File: src/rtl/fb_hazardctrl.sv
// Hazard controller for the 5-stage core: load-use stalls, EX-resolved branch flushes
// and data-memory busy holds, driving the PC, IF/ID and ID/EX control inputs.
module fb_hazardctrl #(
  parameter int FLUSH_CYCLES = 1,
  parameter int CNT_W        = 32
) (
  input  logic             clk,
  input  logic             rst_n,
  input  logic [31:0]      id_inst,
  input  logic [4:0]       ex_rd,
  input  logic             ex_memread,
  input  logic             ex_valid,
  input  logic             branch_taken,
  input  logic             mem_busy,
  input  logic             imem_ready,
  output logic             pc_we,
  output logic             ifid_we,
  output logic             ifid_lock,
  output logic             ifid_flush,
  output logic             idex_bubble,
  output logic             pipe_hold,
  output logic [CNT_W-1:0] stall_cnt
);

  typedef enum logic [1:0] {RUN, FLUSH, MEMWAIT} state_e;

  localparam logic [2:0] FLUSH_RELOAD = 3'(FLUSH_CYCLES - 1);
  localparam bit         MULTI_FLUSH  = (FLUSH_CYCLES > 1);

  state_e           state_q, state_d;
  logic [2:0]       fcnt_q, fcnt_d;
  logic             ret_q, ret_d;
  logic [CNT_W-1:0] stall_cnt_q;

  logic [6:0] opcode;
  logic       rs1_used, rs2_used, ldu;
  logic       pc_we_c, lock_c, flush_c, bubble_c, hold_c;
  logic       unused_bits;

  assign opcode   = id_inst[6:0];
  assign rs1_used = !(opcode inside {7'b0110111, 7'b0010111, 7'b1101111});
  assign rs2_used = opcode inside {7'b0110011, 7'b0100011, 7'b1100011};
  assign ldu = ex_valid && ex_memread && (ex_rd != 5'd0) &&
               ((rs1_used && (id_inst[19:15] == ex_rd)) ||
                (rs2_used && (id_inst[24:20] == ex_rd)));
  assign unused_bits = ^{id_inst[31:25], id_inst[14:7]};

  always_comb begin
    state_d  = state_q;
    fcnt_d   = fcnt_q;
    ret_d    = ret_q;
    pc_we_c  = imem_ready;
    lock_c   = 1'b0;
    flush_c  = 1'b0;
    bubble_c = 1'b0;
    hold_c   = 1'b0;
    case (state_q)
      RUN: begin
        if (mem_busy) begin
          pc_we_c = 1'b0;
          lock_c  = 1'b1;
          hold_c  = 1'b1;
          state_d = MEMWAIT;
          ret_d   = 1'b0;
        end else if (branch_taken) begin
          pc_we_c  = 1'b1;
          flush_c  = 1'b1;
          bubble_c = 1'b1;
          if (MULTI_FLUSH) begin
            state_d = FLUSH;
            fcnt_d  = FLUSH_RELOAD;
          end
        end else if (ldu) begin
          // One-cycle stall: the load leaves EX on this edge, clearing ldu.
          pc_we_c  = 1'b0;
          lock_c   = 1'b1;
          bubble_c = 1'b1;
        end
      end
      FLUSH: begin
        if (mem_busy) begin
          pc_we_c = 1'b0;
          lock_c  = 1'b1;
          hold_c  = 1'b1;
          state_d = MEMWAIT;
          ret_d   = 1'b1;
        end else begin
          flush_c  = 1'b1;
          bubble_c = 1'b1;
          if (branch_taken) begin
            pc_we_c = 1'b1;
            fcnt_d  = FLUSH_RELOAD;
          end else if (fcnt_q <= 3'd1) begin
            state_d = RUN;
            fcnt_d  = 3'd0;
          end else begin
            fcnt_d = fcnt_q - 3'd1;
          end
        end
      end
      MEMWAIT: begin
        // EX is frozen here, so branch/ldu are re-presented after exit.
        pc_we_c = 1'b0;
        lock_c  = 1'b1;
        hold_c  = 1'b1;
        if (!mem_busy) begin
          state_d = ret_q ? FLUSH : RUN;
          ret_d   = 1'b0;
        end
      end
      default: begin
        state_d = RUN;
        fcnt_d  = 3'd0;
        ret_d   = 1'b0;
      end
    endcase
  end

  assign pc_we       = rst_n & pc_we_c;
  assign ifid_we     = rst_n & imem_ready & (state_q != MEMWAIT);
  assign ifid_lock   = ~rst_n | lock_c;
  assign ifid_flush  = rst_n & flush_c;
  assign idex_bubble = rst_n & bubble_c;
  assign pipe_hold   = ~rst_n | hold_c;
  assign stall_cnt   = stall_cnt_q;

  always_ff @(posedge clk or negedge rst_n) begin
    if (!rst_n) begin
      state_q     <= RUN;
      fcnt_q      <= 3'd0;
      ret_q       <= 1'b0;
      stall_cnt_q <= '0;
    end else begin
      state_q <= state_d;
      fcnt_q  <= fcnt_d;
      ret_q   <= ret_d;
      if (!pc_we_c && (stall_cnt_q != {CNT_W{1'b1}}))
        stall_cnt_q <= stall_cnt_q + 1'b1;
    end
  end

endmodule
File: config.mk
export PLATFORM = sky130hd
export DESIGN_NAME = fb_hazardctrl
export DESIGN_NICKNAME = d
export VERILOG_FILES = /design/src/rtl/fb_hazardctrl.sv
export SDC_FILE = /design/constraint.sdc
export NUM_CORES = 1
export LEC_CHECK = 0
export CAP_MARGIN = 20
export CORE_MARGIN = 3
export CORE_UTILIZATION = 35
export CTS_BUF_LIST = sky130_fd_sc_hd__clkbuf_8
export CTS_CLUSTER_DIAMETER = 200
export DETAILED_ROUTE_END_ITERATION = 6
export PLACE_DENSITY = 0.69
export SLEW_MARGIN = 40
export SYNTH_ARGS = -nofsm -noshare
export SYNTH_HDL_FRONTEND = slang
export SYNTH_SLANG_ARGS = --single-unit
File: constraint.sdc
create_clock -name clk -period 2.78 [get_ports clk]
set_input_delay 0.834 -clock clk [delete_from_list [all_inputs] [get_ports clk]]
set_output_delay 0.834 -clock clk [all_outputs]
set_load 0.02 [all_outputs]
==> impl_metrics.toml <==
[yosys]
synthArstFlopShare = 1.000
syn_nets = 277
synthesis.area_per_instance_sq_um = 10.15
post-synth-top-area-fraction = 0.4073
synthesis.yosys.warnings = 0
synthTopCellsByArea = "sky130_fd_sc_hd__dfrtp_1 41%, sky130_fd_sc_hd__xor2_1 11%, sky130_fd_sc_hd__nor4_2 5.9%, sky130_fd_sc_hd__nor4b_2 4.5%, sky130_fd_sc_hd__xnor2_1 3.8%"
number_of_enable_type_register_cells_in_the_synthesized_netlist = 0
netlist_instances = 230
synth_top_flop_cell = "sky130_fd_sc_hd__dfrtp_1"
summed_instance_area_of_the_synthesized_netlist_sq_mm = 0.002335
yosysSeqAreaShare = 0.4073
synth_cell_types = 47
yosysTopAreaCell = "sky130_fd_sc_hd__dfrtp_1"
synthesized_flop_and_latch_total = 38

[place]
placed_area_sq_mm = 0.003262
placement.io_buffers = 66
routabilityCongestion = 0.7596
instance_count_after_placement_with_tap_cells_included = 387
detailedPlacementHpwl_mm = 4.112

[critical_path]
type_of_origin_of_the_critical_path = "input port"
cp.depth = 6
cp_cell_sequence = "buf_8 -> or4_4 -> o211a_1 -> a21o_4 -> nor2_4 -> buf_6"
reg2reg_depth = 7
cp_top_family = "simple AND/OR/NAND/NOR gates"
worst_path_max_delay_cell = "sky130_fd_sc_hd__or4_4"
timing.critical_path.to_type = "output pin"
worst_path_largest_cell_delay_ns = 0.53
buffers_inverters_on_critical_path = 2
worst-path-max-fanout = 3
worst-endpoint-arrival_ns = 2.14
timing_worst_setup_path_type = "input port to output pin"
cp.required_ns = 1.95

[global_route]
grt_max_degree = 35
grt_antenna_before_repair = 0
gr-usage-all-layers = 0.1532
grt_pass1_vias = 2030
first_pass_grt_wire_length_mm = 9.466
globalRoute.totalOverflow = 0

[cts]
clk_pin_slew_worst_paths_ns = 0.07
numClockSinks = 38
clockBufferDepth = 2
tritoncts.num_buffers = 5
clock_tree.root_cell = "sky130_fd_sc_hd__clkbuf_8"
clkLatencyLatePin_ns = 0.28
tritoncts = "done"
cts_htree_levels = 2

[floorplan]
core_region_area_sq_mm = 0.006422
rows = 29
die_x_um = 87.68
die_y_um = 87.68
start_util = 0.3635
io-pin-count = 82
die-area_sq_mm = 0.007687

[timing]
worst-slew-pin-transition_ns = 0.4936
rsz0062_at_grt = "yes"
worst_hold_slack_ns = 0.4874
final_critical_path_setup_slack_ns = -0.1956
setup_viol_count_final = 3
fmax_mhz = 336.1
maxSlewHeadroom = 0.6679
setup_tns_ns = -0.5049
final.min_clock_period_ns = 2.976
fin_clk_skew_ns = 0.004603
finalHoldViolCount = 0
number_of_pins_with_negative_max_slew_slack_in_the_final_report = 0
min_period_over_period = 1.070

[pwr]
p_total_mw = 1.664
power.ir.vdd_worst_v = 0.0002952
cell_pwr_density_mw_per_mm2 = 443.6
power.static_leakage_nw = 1.508

[outcome]
violations_in_the_final_reports = "negative setup slack"
status = "finished, violations left"

[final_layout]
multi_input_logic_area_sq_mm = 0.001658
filler_cell_count = 521
seq_area_sq_um = 950.9
layout.cell_area.non_filler_sq_mm = 0.003751
share_of_post_route_cells_with_drive_strength_above_1 = 0.3606
antennaDiodeCount = 0
fin_nets = 377
area.growth.synth_to_final_pct = 60.66
final_cells = 407

[routing]
drt.antenna.violating_nets = 0
drc = 0
first_pass_iters = 4
vias = 2073
initialDrtViolationCount = 52
route.detailed.wl_per_inst_um = 14.76
viasPerCell = 5.093
wl_mm = 6.007

[worst_hold_path]
min_path_cells = 1
hold_path.class = "flop to flop"

[flow_run]
max-cap-violations = 0
==> worst reg2reg max path, stage by stage (launching register included) <==
cell and delay (ns):
sky130_fd_sc_hd__dfrtp_1 0.41, sky130_fd_sc_hd__ha_1 0.18, sky130_fd_sc_hd__and3_1 0.20, sky130_fd_sc_hd__nand3_2 0.21
sky130_fd_sc_hd__or2_1 0.31, sky130_fd_sc_hd__or4_4 0.62, sky130_fd_sc_hd__nor3b_2 0.23, sky130_fd_sc_hd__mux2_1 0.33
==> routing by layer <==
| metal | share of wire | GRT usage | wire length [um] |
|---|---|---|---|
| met1 | 0.43 | 0.1968 | 2604 |
| met2 | 0.50 | 0.2507 | 2981 |
| met3 | 0.054 | 0.04045 | 323 |
| met4 | 0.016 | 0.05021 | 97 |
| met5 | 0 | 0 | 0 |
==> cell type report <==
type	instances	share of cell area
multi-input cells	173	0.4420
flip-flops and latches	38	0.2535
repair buffers	103	0.2488
well taps	77	0.02568
clock buffers	5	0.01835
inverters	9	0.009006
clock inverters	2	0.002668
==> power breakdown <==
part | switching (mW) | internal (mW) | total [mW] | leakage, nW
registers | 0.0917 | 0.631 | 0.723 | 0.462
clock network | 0.187 | 0.168 | 0.355 | 0.0438
logic | 0.285 | 0.301 | 0.586 | 1.00
==> metrics by stage <==
step | setup slack [ns] | utilization
floorplan | -0.04623 | -
global placement | -1.033 | 0.5079
detailed placement | -1.052 | 0.5079
CTS | -0.2734 | 0.5433
global route | -0.2607 | 0.5841
finish | -0.1956 | 0.5841
==> logic make-up after synthesis <==
kind of cell,Yosys count,share of synthesized area
DFF,38,0.4073
adders and majority gates,3,0.01608
buffers and inverters,19,0.03965
xor gates and xnor gates,39,0.1463
muxes,4,0.01876
and+or+nand+nor,111,0.3285
AOI/OAI and AO/OA,16,0.04341
==> cell usage in the layout, fill, tap and decap left out, types with 3 or more instances in the layout <==
| master | synthesis | layout |
|---|---|---|
| sky130_fd_sc_hd__buf_6 | 1 | 7 |
| sky130_fd_sc_hd__o21ai_0 | 4 | 4 |
| sky130_fd_sc_hd__dlygate4sd2_1 | 0 | 6 |
| sky130_fd_sc_hd__xor2_2 | 0 | 4 |
| sky130_fd_sc_hd__nand3_2 | 1 | 4 |
| sky130_fd_sc_hd__nand2b_1 | 5 | 5 |
| sky130_fd_sc_hd__nand2_1 | 22 | 21 |
| sky130_fd_sc_hd__or2_1 | 3 | 3 |
| sky130_fd_sc_hd__buf_2 | 5 | 4 |
| sky130_fd_sc_hd__clkbuf_2 | 0 | 8 |
| sky130_fd_sc_hd__nand4_1 | 3 | 3 |
| sky130_fd_sc_hd__and4_1 | 3 | 3 |
| sky130_fd_sc_hd__nor3_1 | 6 | 5 |
| sky130_fd_sc_hd__xor2_1 | 29 | 24 |
| sky130_fd_sc_hd__ha_1 | 3 | 3 |
| sky130_fd_sc_hd__nor4_4 | 0 | 13 |
| sky130_fd_sc_hd__inv_1 | 9 | 9 |
| sky130_fd_sc_hd__xnor2_1 | 10 | 5 |
| sky130_fd_sc_hd__dfrtp_1 | 38 | 38 |
| sky130_fd_sc_hd__xnor2_2 | 0 | 5 |
| sky130_fd_sc_hd__nor4b_4 | 1 | 6 |
| sky130_fd_sc_hd__nand3_1 | 14 | 11 |
| sky130_fd_sc_hd__nor2_1 | 12 | 10 |
| sky130_fd_sc_hd__clkdlybuf4s50_1 | 0 | 36 |
| sky130_fd_sc_hd__buf_4 | 2 | 33 |
| sky130_fd_sc_hd__a21oi_1 | 4 | 3 |
| sky130_fd_sc_hd__buf_8 | 0 | 3 |
| sky130_fd_sc_hd__clkbuf_8 | 0 | 5 |
==> registers in the layout, indices dropped and copies added (netlist names) <==
signal / cells
ret_q: 1
stall_cnt: 32
state_q: 2
fcnt_q: 3
==> synthesized netlist by cell type (3+ instances only) <==
cell	count
sky130_fd_sc_hd__a21oi_1	4
sky130_fd_sc_hd__and2_1	3
sky130_fd_sc_hd__and3_1	3
sky130_fd_sc_hd__and4_1	3
sky130_fd_sc_hd__buf_2	5
sky130_fd_sc_hd__dfrtp_1	38
sky130_fd_sc_hd__ha_1	3
sky130_fd_sc_hd__inv_1	9
sky130_fd_sc_hd__nand2_1	22
sky130_fd_sc_hd__nand2b_1	5
sky130_fd_sc_hd__nand3_1	14
sky130_fd_sc_hd__nand4_1	3
sky130_fd_sc_hd__nor2_1	12
sky130_fd_sc_hd__nor3_1	6
sky130_fd_sc_hd__nor4_1	5
sky130_fd_sc_hd__nor4_2	11
sky130_fd_sc_hd__nor4b_2	7
sky130_fd_sc_hd__o21ai_0	4
sky130_fd_sc_hd__or2_1	3
sky130_fd_sc_hd__xnor2_1	10
sky130_fd_sc_hd__xor2_1	29
==> final timing paths <==
| path | end | slack [ns] | start |
|---|---|---|---|
| setup / recovery | pc_we | -0.20 | ex_rd[3] |
| hold / removal | stall_cnt[26]$_DFFE_PN0P_ | 0.49 | stall_cnt[26]$_DFFE_PN0P_ |
| setup reg to reg | stall_cnt[30]$_DFFE_PN0P_ | 0.18 | stall_cnt[0]$_DFFE_PN0P_ |
| hold reg to reg | stall_cnt[26]$_DFFE_PN0P_ | 0.49 | stall_cnt[26]$_DFFE_PN0P_ |
| max in group asynchronous | fcnt_q[2]$_DFFE_PN0P_ | 1.81 | rst_n |
| min in group asynchronous | state_q[0]$_DFFE_PN0P_ | 0.50 | rst_n |
==> repair_timing <==
action | in CTS | in global routing
gates cloned | 0 | 1
hold endpoints to repair | 0 | 0
endpoints found under the setup margin | 38 | 34
hold buffers | 0 | 0
buffers inserted | 7 | 5
pin swaps | 16 | 28
gates resized for setup | 95 | 51
Note: power is estimated with default switching activity, not from simulation.
